**src/rtl/spdif_tx_if.sv**
```systemverilog
// Sample-pair handshake between an audio source and spdif_tx.
// Strict valid/ready: the source holds i_valid and both samples stable until
// a cycle with i_valid && o_ready; that cycle is the transfer.
interface spdif_tx_if #(
    parameter int DATA_BITS = 24
);
    logic                 i_valid;
    logic                 o_ready;
    logic [DATA_BITS-1:0] i_left;
    logic [DATA_BITS-1:0] i_right;

    // Source side drives the samples and valid, sees ready.
    modport master (
        output i_valid,
        output i_left,
        output i_right,
        input  o_ready
    );

    // Transmitter side consumes the samples and valid, drives ready.
    modport slave (
        input  i_valid,
        input  i_left,
        input  i_right,
        output o_ready
    );
endinterface

```
**src/rtl/spdif_tx.sv**
```systemverilog
// S/PDIF (IEC 60958 consumer) biphase-mark transmitter.
// Takes 24-bit stereo pairs over spdif_tx_if, frames them into 192-frame
// blocks with B/M/W preambles and V/U/C/P bits, and drives one registered
// line. Every line half-cell takes one i_ce strobe; the handshake is
// evaluated on every clock.
// Optional build macro SPDIF_TX_CHSTAT_EN: when defined, slot 30 carries
// C_STATUS[frame] for frames 0..31 (0 afterwards); when undefined slot 30
// is always 0 and C_STATUS is not used.
module spdif_tx #(
    parameter int          DATA_BITS = 24,
    parameter logic [31:0] C_STATUS  = 32'h0000_0004
) (
    input  logic      i_clk,
    input  logic      i_reset_n,
    input  logic      i_ce,
    spdif_tx_if.slave s_if,
    output logic      o_spdif,
    output logic      o_block_start,
    output logic      o_underrun
);
    // Preambles, first half-cell in the MSB, relative to a previous level of 0.
    localparam logic [7:0] PRE_B      = 8'b1110_1000;
    localparam logic [7:0] PRE_M      = 8'b1110_0010;
    localparam logic [7:0] PRE_W      = 8'b1110_0100;
    localparam logic [7:0] LAST_FRAME = 8'd191;

    // Position within the block.
    logic [5:0]           hc_q, hc_d;          // half-cell 0..63 of the subframe
    logic                 sub_q, sub_d;        // 0 = left, 1 = right
    logic [7:0]           frame_q, frame_d;    // frame 0..191

    // Holding register filled by the handshake.
    logic                 hold_full_q, hold_full_d;
    logic [DATA_BITS-1:0] hold_l_q, hold_l_d;
    logic [DATA_BITS-1:0] hold_r_q, hold_r_d;

    // Shift registers for the frame on the line, LSB leaves first.
    logic [DATA_BITS-1:0] sh_l_q, sh_l_d;
    logic [DATA_BITS-1:0] sh_r_q, sh_r_d;
    logic                 v_q, v_d;            // validity flag for this frame

    // Line coding state.
    logic                 lvl_q, lvl_d;        // line level before the current preamble
    logic                 par_q, par_d;        // running parity of slots 4..30
    logic                 spdif_q, spdif_d;
    logic                 block_q, block_d;
    logic                 under_q, under_d;

    // Combinational helpers.
    logic                 accept;
    logic                 frame_load;
    logic [4:0]           slot;
    logic                 data_bit;
    logic                 c_bit;
    logic                 slot_bit;
    logic [7:0]           pre_pat;
    logic                 pre_ref;
    logic                 line_bit;

    assign s_if.o_ready  = ~hold_full_q;
    assign o_spdif       = spdif_q;
    assign o_block_start = block_q;
    assign o_underrun    = under_q;

    // Handshake and frame-load qualifiers; a load at the same edge as a
    // transfer into an empty holding register still sees it empty.
    always_comb begin
        accept     = s_if.i_valid && ~hold_full_q;
        frame_load = i_ce && (hc_q == 6'd0) && ~sub_q;
        slot       = hc_q[5:1];
    end

`ifdef SPDIF_TX_CHSTAT_EN
    // Channel status: one bit per frame for the first 32 frames of a block.
    always_comb begin
        c_bit = 1'b0;
        if (frame_q < 8'd32) begin
            c_bit = C_STATUS[frame_q[4:0]];
        end
    end
`else
    logic unused_c_status;
    assign unused_c_status = ^C_STATUS;

    // Channel status disabled: slot 30 is a constant zero.
    always_comb begin
        c_bit = 1'b0;
    end
`endif

    // Logical value of the slot currently on the line.
    always_comb begin
        data_bit = sub_q ? sh_r_q[0] : sh_l_q[0];
        case (slot)
            5'd28:   slot_bit = v_q;
            5'd29:   slot_bit = 1'b0;
            5'd30:   slot_bit = c_bit;
            5'd31:   slot_bit = par_q;
            default: slot_bit = data_bit;
        endcase
    end

    // Next line level: preamble relative to the level before it, then
    // biphase mark (transition at every slot start, extra one mid-slot for '1').
    always_comb begin
        if (sub_q) begin
            pre_pat = PRE_W;
        end else if (frame_q == 8'd0) begin
            pre_pat = PRE_B;
        end else begin
            pre_pat = PRE_M;
        end
        pre_ref = (hc_q == 6'd0) ? spdif_q : lvl_q;
        if (hc_q < 6'd8) begin
            line_bit = pre_pat[3'd7 - hc_q[2:0]] ^ pre_ref;
        end else if (~hc_q[0]) begin
            line_bit = ~spdif_q;
        end else begin
            line_bit = slot_bit ? ~spdif_q : spdif_q;
        end
    end

    // Next-state logic: handshake every cycle, everything else on i_ce.
    always_comb begin
        hc_d        = hc_q;
        sub_d       = sub_q;
        frame_d     = frame_q;
        hold_full_d = hold_full_q;
        hold_l_d    = hold_l_q;
        hold_r_d    = hold_r_q;
        sh_l_d      = sh_l_q;
        sh_r_d      = sh_r_q;
        v_d         = v_q;
        lvl_d       = lvl_q;
        par_d       = par_q;
        spdif_d     = spdif_q;
        block_d     = 1'b0;
        under_d     = 1'b0;

        // A full holding register is emptied by the frame load; an empty one
        // accepts the next pair. The two cannot happen on the same edge.
        if (frame_load && hold_full_q) begin
            hold_full_d = 1'b0;
        end else if (accept) begin
            hold_full_d = 1'b1;
            hold_l_d    = s_if.i_left;
            hold_r_d    = s_if.i_right;
        end

        if (i_ce) begin
            spdif_d = line_bit;
            hc_d    = hc_q + 6'd1;

            if (hc_q == 6'd63) begin
                sub_d = ~sub_q;
                if (sub_q) begin
                    frame_d = (frame_q == LAST_FRAME) ? 8'd0 : frame_q + 8'd1;
                end
            end

            // Remember the level the preamble is referenced to.
            if (hc_q == 6'd0) begin
                lvl_d = spdif_q;
            end

            // Parity restarts with slot 4 and absorbs each slot up to 30 at
            // its midpoint half-cell.
            if (hc_q == 6'd8) begin
                par_d = 1'b0;
            end else if (hc_q[0] && (hc_q > 6'd8) && (slot != 5'd31)) begin
                par_d = par_q ^ slot_bit;
            end

            // Advance the active sample once its bit has been sent.
            if (hc_q[0] && (hc_q > 6'd8) && (slot < 5'd28)) begin
                if (sub_q) begin
                    sh_r_d = sh_r_q >> 1;
                end else begin
                    sh_l_d = sh_l_q >> 1;
                end
            end

            if (frame_load) begin
                block_d = (frame_q == 8'd0);
                if (hold_full_q) begin
                    sh_l_d = hold_l_q;
                    sh_r_d = hold_r_q;
                    v_d    = 1'b0;
                end else begin
                    sh_l_d  = '0;
                    sh_r_d  = '0;
                    v_d     = 1'b1;
                    under_d = 1'b1;
                end
            end
        end
    end

    // State registers with asynchronous active-low reset.
    always_ff @(posedge i_clk or negedge i_reset_n) begin
        if (!i_reset_n) begin
            hc_q        <= 6'd0;
            sub_q       <= 1'b0;
            frame_q     <= 8'd0;
            hold_full_q <= 1'b0;
            hold_l_q    <= '0;
            hold_r_q    <= '0;
            sh_l_q      <= '0;
            sh_r_q      <= '0;
            v_q         <= 1'b0;
            lvl_q       <= 1'b0;
            par_q       <= 1'b0;
            spdif_q     <= 1'b0;
            block_q     <= 1'b0;
            under_q     <= 1'b0;
        end else begin
            hc_q        <= hc_d;
            sub_q       <= sub_d;
            frame_q     <= frame_d;
            hold_full_q <= hold_full_d;
            hold_l_q    <= hold_l_d;
            hold_r_q    <= hold_r_d;
            sh_l_q      <= sh_l_d;
            sh_r_q      <= sh_r_d;
            v_q         <= v_d;
            lvl_q       <= lvl_d;
            par_q       <= par_d;
            spdif_q     <= spdif_d;
            block_q     <= block_d;
            under_q     <= under_d;
        end
    end
endmodule

```
**src/flat_wrapper.sv**
```systemverilog
// flat-port wrapper written by rule: the top's interface ports become plain ports
module spdif_tx_flat 
#(
    parameter int          DATA_BITS = 24,
    parameter logic [31:0] C_STATUS  = 32'h0000_0004
)
  (i_clk, i_reset_n, i_ce, o_spdif, o_block_start, o_underrun, s_if_i_valid, s_if_i_left, s_if_i_right, s_if_o_ready);
  spdif_tx_if #(.DATA_BITS(DATA_BITS)) s_if_i ();
  input  logic i_clk;
  input  logic i_reset_n;
  input  logic i_ce;
  output logic o_spdif;
  output logic o_block_start;
  output logic o_underrun;
  input wire logic [$bits(s_if_i.i_valid)-1:0] s_if_i_valid;
  input wire logic [$bits(s_if_i.i_left)-1:0] s_if_i_left;
  input wire logic [$bits(s_if_i.i_right)-1:0] s_if_i_right;
  output wire logic [$bits(s_if_i.o_ready)-1:0] s_if_o_ready;
  assign s_if_i.i_valid = s_if_i_valid;
  assign s_if_i.i_left = s_if_i_left;
  assign s_if_i.i_right = s_if_i_right;
  assign s_if_o_ready = s_if_i.o_ready;
  spdif_tx #(.DATA_BITS(DATA_BITS), .C_STATUS(C_STATUS)) u_core (.i_clk(i_clk), .i_reset_n(i_reset_n), .i_ce(i_ce), .s_if(s_if_i), .o_spdif(o_spdif), .o_block_start(o_block_start), .o_underrun(o_underrun));
endmodule
```
**config.mk**
```make
export PLATFORM = sky130hd
export DESIGN_NAME = spdif_tx_flat
export DESIGN_NICKNAME = d
export VERILOG_FILES = /design/src/rtl/spdif_tx_if.sv /design/src/rtl/spdif_tx.sv /design/src/flat_wrapper.sv
export SDC_FILE = /design/constraint.sdc
export NUM_CORES = 1
export LEC_CHECK = 0
export BUFFER_PORTS_ARGS = -buffer_cell sky130_fd_sc_hd__buf_4
export CORE_MARGIN = 2
export CORE_UTILIZATION = 60
export CTS_BUF_LIST = sky130_fd_sc_hd__clkbuf_2
export DETAILED_ROUTE_END_ITERATION = 8
export PLACE_DENSITY_LB_ADDON = 0.12
export SYNTH_ARGS = -nofsm -noshare
export SYNTH_HDL_FRONTEND = slang
export SYNTH_SLANG_ARGS = --single-unit
export TNS_END_PERCENT = 10
```
**constraint.sdc**
```tcl
create_clock -name i_clk -period 2.8 [get_ports i_clk]
set_clock_uncertainty 0.2 [all_clocks]
set_input_delay 0 -clock i_clk [delete_from_list [all_inputs] [get_ports i_clk]]
set_output_delay 0 -clock i_clk [all_outputs]
set_load 0.02 [all_outputs]
```
==> results of run 1 <==
stage by stage:
step	instance area (um2)	util, %	std cells	worst slack [ns]
3_5_place_dp	5800	67.2	629	0.407
3_3_place_gp	5800	67.2	629	0.529
2_1_floorplan	5310	-	489	0.810
cell families after synthesis:
family | Yosys count | share of synthesized area (%)
adder cells (fa/ha/maj) | 4 | 0.943
flip-flops | 118 | 55.6
XOR/XNOR | 11 | 1.81
AO/OA/AOI/OAI | 113 | 11.5
AND/OR/NAND/NOR | 150 | 15.1
buffers and inverters | 40 | 3.84
multiplexers | 53 | 11.2
==> results.txt, run 1 <==
Among all flip-flop cells after synthesis, the most frequent one is dfrtp_1. The post-synthesis cell area is 5310 um2. Counting flops with a built-in enable in the synthesized netlist gives 0. The site row count came out at 34.

The number of cells upsized or downsized after cts came out at 0. The H-tree depth is 4. The buffer type at the clock tree root is clkbuf_2.

The net count after synthesis is 545. The per-instance average area after synthesis is 10.9 um2. In the post-synthesis netlist, the biggest area contributors are dfrtp_1 (56%), mux2_2 (11%), and3_1 (5.5%). By count the netlist is led by dfrtp_1 (118), nand2_1 (59), a21oi_1 (50), mux2_2 (50), and3_1 (47). Sequential elements use 55.6% of the synthesized area.

Of all cell types, the one taking the most synthesized area is dfrtp_1. The most repeated cell in the gate-level netlist after synthesis is dfrtp_1. The total I/O pin count came out at 56. The total number of clock tree sinks is 118. The initial standard-cell utilization of the core is 61.5%.

The count of unique library cells instantiated by Yosys is 48. The half-perimeter wire length after detailed placement came out at 6.53 mm. It got as far as 4_1_cts and failed there. The placer's final routability congestion estimate is 0.918. The run stopped with a tool error. The die is 98.1 um tall. In this run the post-CTS setup repair buffer count came out at 0.

The number of instances in the synthesized netlist is 489. The flip-flop and latch count after synthesis is 118. The count of hold buffers inserted by post-cts repair came out at 135. The Yosys step of the flow raised 0 warnings. The tool reported: "[ERROR RSZ-0060] Max buffer count reached". The longest clock path from root to sink contains 2 buffers. The clock buffer count from CTS came out at 17. The area share of the largest cell type after synthesis is 55.6%. The number of buffers inserted by port buffering came out at 55. The share of synthesized registers carrying an async set or reset is 100%. The die width came out at 98.1 um.
==> inputs of run 2 (changes only) <==
Settings changed: CORE_UTILIZATION 60 to 40, CTS_BUF_LIST sky130_fd_sc_hd__clkbuf_2 to not set, PLACE_DENSITY_LB_ADDON 0.12 to 0.15.
==> results.txt, run 2 <==
dfrtp_1 is the most common cell in the netlist. The initial antenna violation count is 0. The repair_antennas step left the layout with diodes totalling 0. The number of buffers inserted by port buffering is 55 (unchanged). The number of enable-type register cells in the synthesized netlist is 0 (unchanged). The placer's final routability congestion estimate was 0.799 (-13%). Entering global routing, the biggest net connects 82 pins.

Global routing used 16.5% of the available tracks. The die span in y is 119 um (+22%). The standby leakage power came out at 3.28 nW. Across the whole layout, storage elements account for 2950 um2. The via density per instance is 4.95.

The number of buffers on the longest clock path came to 2 (unchanged). The total die area is 14200 um2. The worst hold slack across all endpoints is 0.164 ns. The net count after synthesis came out at 545 (unchanged). The total I/O pin count is 56 (unchanged).

The final layout net count came out at 648. At the worst endpoint, the required time is 2.88 ns. After routing, the total negative slack on setup checks comes to 0 ns. The most used flip-flop cell after synthesis is dfrtp_1.

The per-cell routed wire length is 13.8 um. The sequential fraction of the synthesis area is 55.6% (unchanged). The flip-flop and latch count after synthesis came out at 118 (unchanged).

The maximum single-stage delay on the critical path is 0.46 ns. In this run the worst hold path is classified as in2reg. The clock buffer count from CTS is 17 (unchanged). The area share of the largest cell type after synthesis is 55.6% (unchanged).

Setup repair after global routing left no endpoint under its margin. The count of final setup violators came out at 0. The sum of routed wire length over all layers came out at 10.8 mm.

The number of instances in the synthesized netlist came out at 489 (unchanged). TritonCTS built the clock tree. The post-synthesis cell area came out at 5310 um2 (unchanged). The buffer type at the clock tree root is clkbuf_16. In this run the tightest slew margin relative to its limit is 62.6%. STA classifies the critical path startpoint as a flip-flop. The initial standard-cell utilization of the core is 40.6% (-21 points). The number of max-cap violations came out at 0. Traced cell by cell, the critical path runs through nor3_2 -> and3b_1 -> mux2_2 -> nand2_2 -> buf_4 -> nand2_1 -> o21ai_1.

For this block, the initial DRC count from the detailed router was 247. After detailed routing, the number of remaining DRC violations is 0. The fraction of the cycle the final worst path needs came out at 87.4%. After floorplanning, the core was sized to cover 13100 um2. The die width is 119 um (+22%). The number of failing hold endpoints at the final stage came out at 0.

The end-of-flow core utilization is 53.5%. The H-tree depth is 4 (unchanged). The worst supply voltage drop on vdd came out at 0.415 mV.

The worst path in the final design needs a cycle of 2.45 ns, including I/O delays and setup. Relative to the synthesized area, the layout overhead comes to 31.9%. The wire length of the first global-routing pass is 18.6 mm. The total number of clock tree sinks came out at 118 (unchanged).

The number of cells upsized or downsized after cts came out at 0 (unchanged). After filler insertion, the fill cell instance count of the layout stands at 1147. The number of warnings issued by yosys came to 0 (unchanged). STA puts the critical path data arrival time at 2.53 ns. The library cells used most frequently in the layout, excluding fill and tap cells, are dfrtp_1 (118), buf_4 (62), nand2_1 (58), dlygate4sd3_1 (52). Ranked by instance count, the synthesized netlist is headed by dfrtp_1 (118), nand2_1 (59), a21oi_1 (50), mux2_2 (50), and3_1 (47). The library cell used most frequently in the layout, excluding fill and tap cells, is dfrtp_1. The worst setup path is captured at a flip-flop.

The site row count is 42 (+24%). The share of synthesized registers carrying an async set or reset came out at 100% (unchanged). The run finished with clean final reports. Across all layers, the routed design uses 3864 vias. The standard cell with the maximum stage delay on the critical path is dfrtp_1.

The via count of the first global-routing pass came out at 3860. Summed over all layers, the global routing overflow is 0. Sorting the synthesized cells by area gives the leading types as dfrtp_1 (56%), mux2_2 (11%), and3_1 (5.5%). In this run the remaining antenna-violating nets after routing total 0. The transition time of the tightest slew-check pin is 0.559 ns. The area occupied by multi-input gates came out at 2170 um2. The number of pins with negative max-slew slack in the final report is 0. The synthesized design spends more area on one cell type than any other, namely dfrtp_1.

The pre-antenna-repair detailed-routing pass consisted of 4 iterations. Based on the critical path, the design can be clocked at up to 409 MHz. By startpoint and endpoint, the worst setup path is classified as reg2reg. The per-instance average area after synthesis is 10.9 um2 (unchanged). Of all nets on the critical path, the largest fanout is 35. The half-perimeter wire length after detailed placement is 6.63 mm (+1.4%). The ratio of cells with drive above 1 in the final layout came out at 26.3%. The count of unique library cells instantiated by Yosys is 48 (unchanged).

At the later pin of the worst-skew pair, clock insertion delay measures 0.41 ns. The clock-pin slew of the registers on the worst-case setup and hold paths came out at 0.05 ns. The areal power density over the cells is 687 nW/um2.
## run 2: cell counts after synthesis
No cell type changed its count.
## run 2: cells by family after synthesis
family,after synthesis,synth area share (%)
simple gates,150,15.1
fa+ha+maj,4,0.943
xor+xnor,11,1.81
buf+inv,40,3.84
compound gates,113,11.5
mux,53,11.2
flops,118,55.6
## run 2: final timing paths
path                                          startpoint                               to  slack (ns)  cells after the start
setup / recovery              u_core.hc_q[3]$_DFFE_PN0P_     u_core.sh_r_q[4]$_DFFE_PN0P_        0.35                      7
hold reg to reg            u_core.sh_r_q[19]$_DFFE_PN0P_    u_core.sh_r_q[19]$_DFFE_PN0P_        0.28                      2
min in group asynchronous                      i_reset_n    u_core.frame_q[4]$_DFFE_PN0P_        0.46                      4
max in group asynchronous                      i_reset_n    u_core.sh_l_q[21]$_DFFE_PN0P_        1.51                      4
setup reg to reg              u_core.hc_q[3]$_DFFE_PN0P_     u_core.sh_r_q[4]$_DFFE_PN0P_        0.35                      7
hold / removal                           s_if_i_left[14]  u_core.hold_l_q[14]$_DFFE_PN0P_        0.16                      3
## run 2: area by class of cell
cell class                 instances  area share [%]
sequential                       118            42.2
multi-input combinational        331            31.0
timing repair buffer             117            14.9
clock buffer                      24            7.31
tap                              176            3.15
clock inverter                     8            1.00
inverter                           7           0.375
## run 2: routing by layer
metal	part of all wire, %	wire, um	vias to the layer above	track usage, %
met2	47	5060	51	25.1
met1	49	5250	1872	22.6
met5	0	0	-	0
li1	-	-	1933	-
met3	3.2	343	8	4.79
met4	0.91	98	0	5.58
## run 2: what timing repair did
| item | in CTS | in global routing |
|---|---|---|
| setup buffers | 0 | 0 |
| hold buffers | 53 | 0 |
| endpoints found under the hold margin | 177 | 0 |
## run 2: power by group
group | switching [W] | leakage (nW) | internal [W]
clock network | 0.000719 | 0.288 | 0.00135
registers | 0.000176 | 1.53 | 0.00187
logic | 0.000344 | 1.46 | 0.000349
## run 2: stage by stage
stage                     setup slack (ns)  std cells  total power [W]  cell area, um2
after floorplan                      0.810        489          0.00250            5310
after global placement               0.425        696          0.00269            5880
after detailed placement             0.363        696          0.00271            5880
after CTS                            0.345        781          0.00486            7000
after global routing                 0.145        781          0.00504            7000
final                                0.353        781          0.00481            7000
## run 2: critical path: cells and delay by family (launching register included)
kind / cells / cell delay, ns
AND/OR/NAND/NOR: 4 / 1.04
multiplexers: 1 / 0.23
AO/OA/AOI/OAI: 1 / 0.06
buffers and inverters: 1 / 0.31
flip-flops: 1 / 0.46
Power figures use the tool's default switching activity.
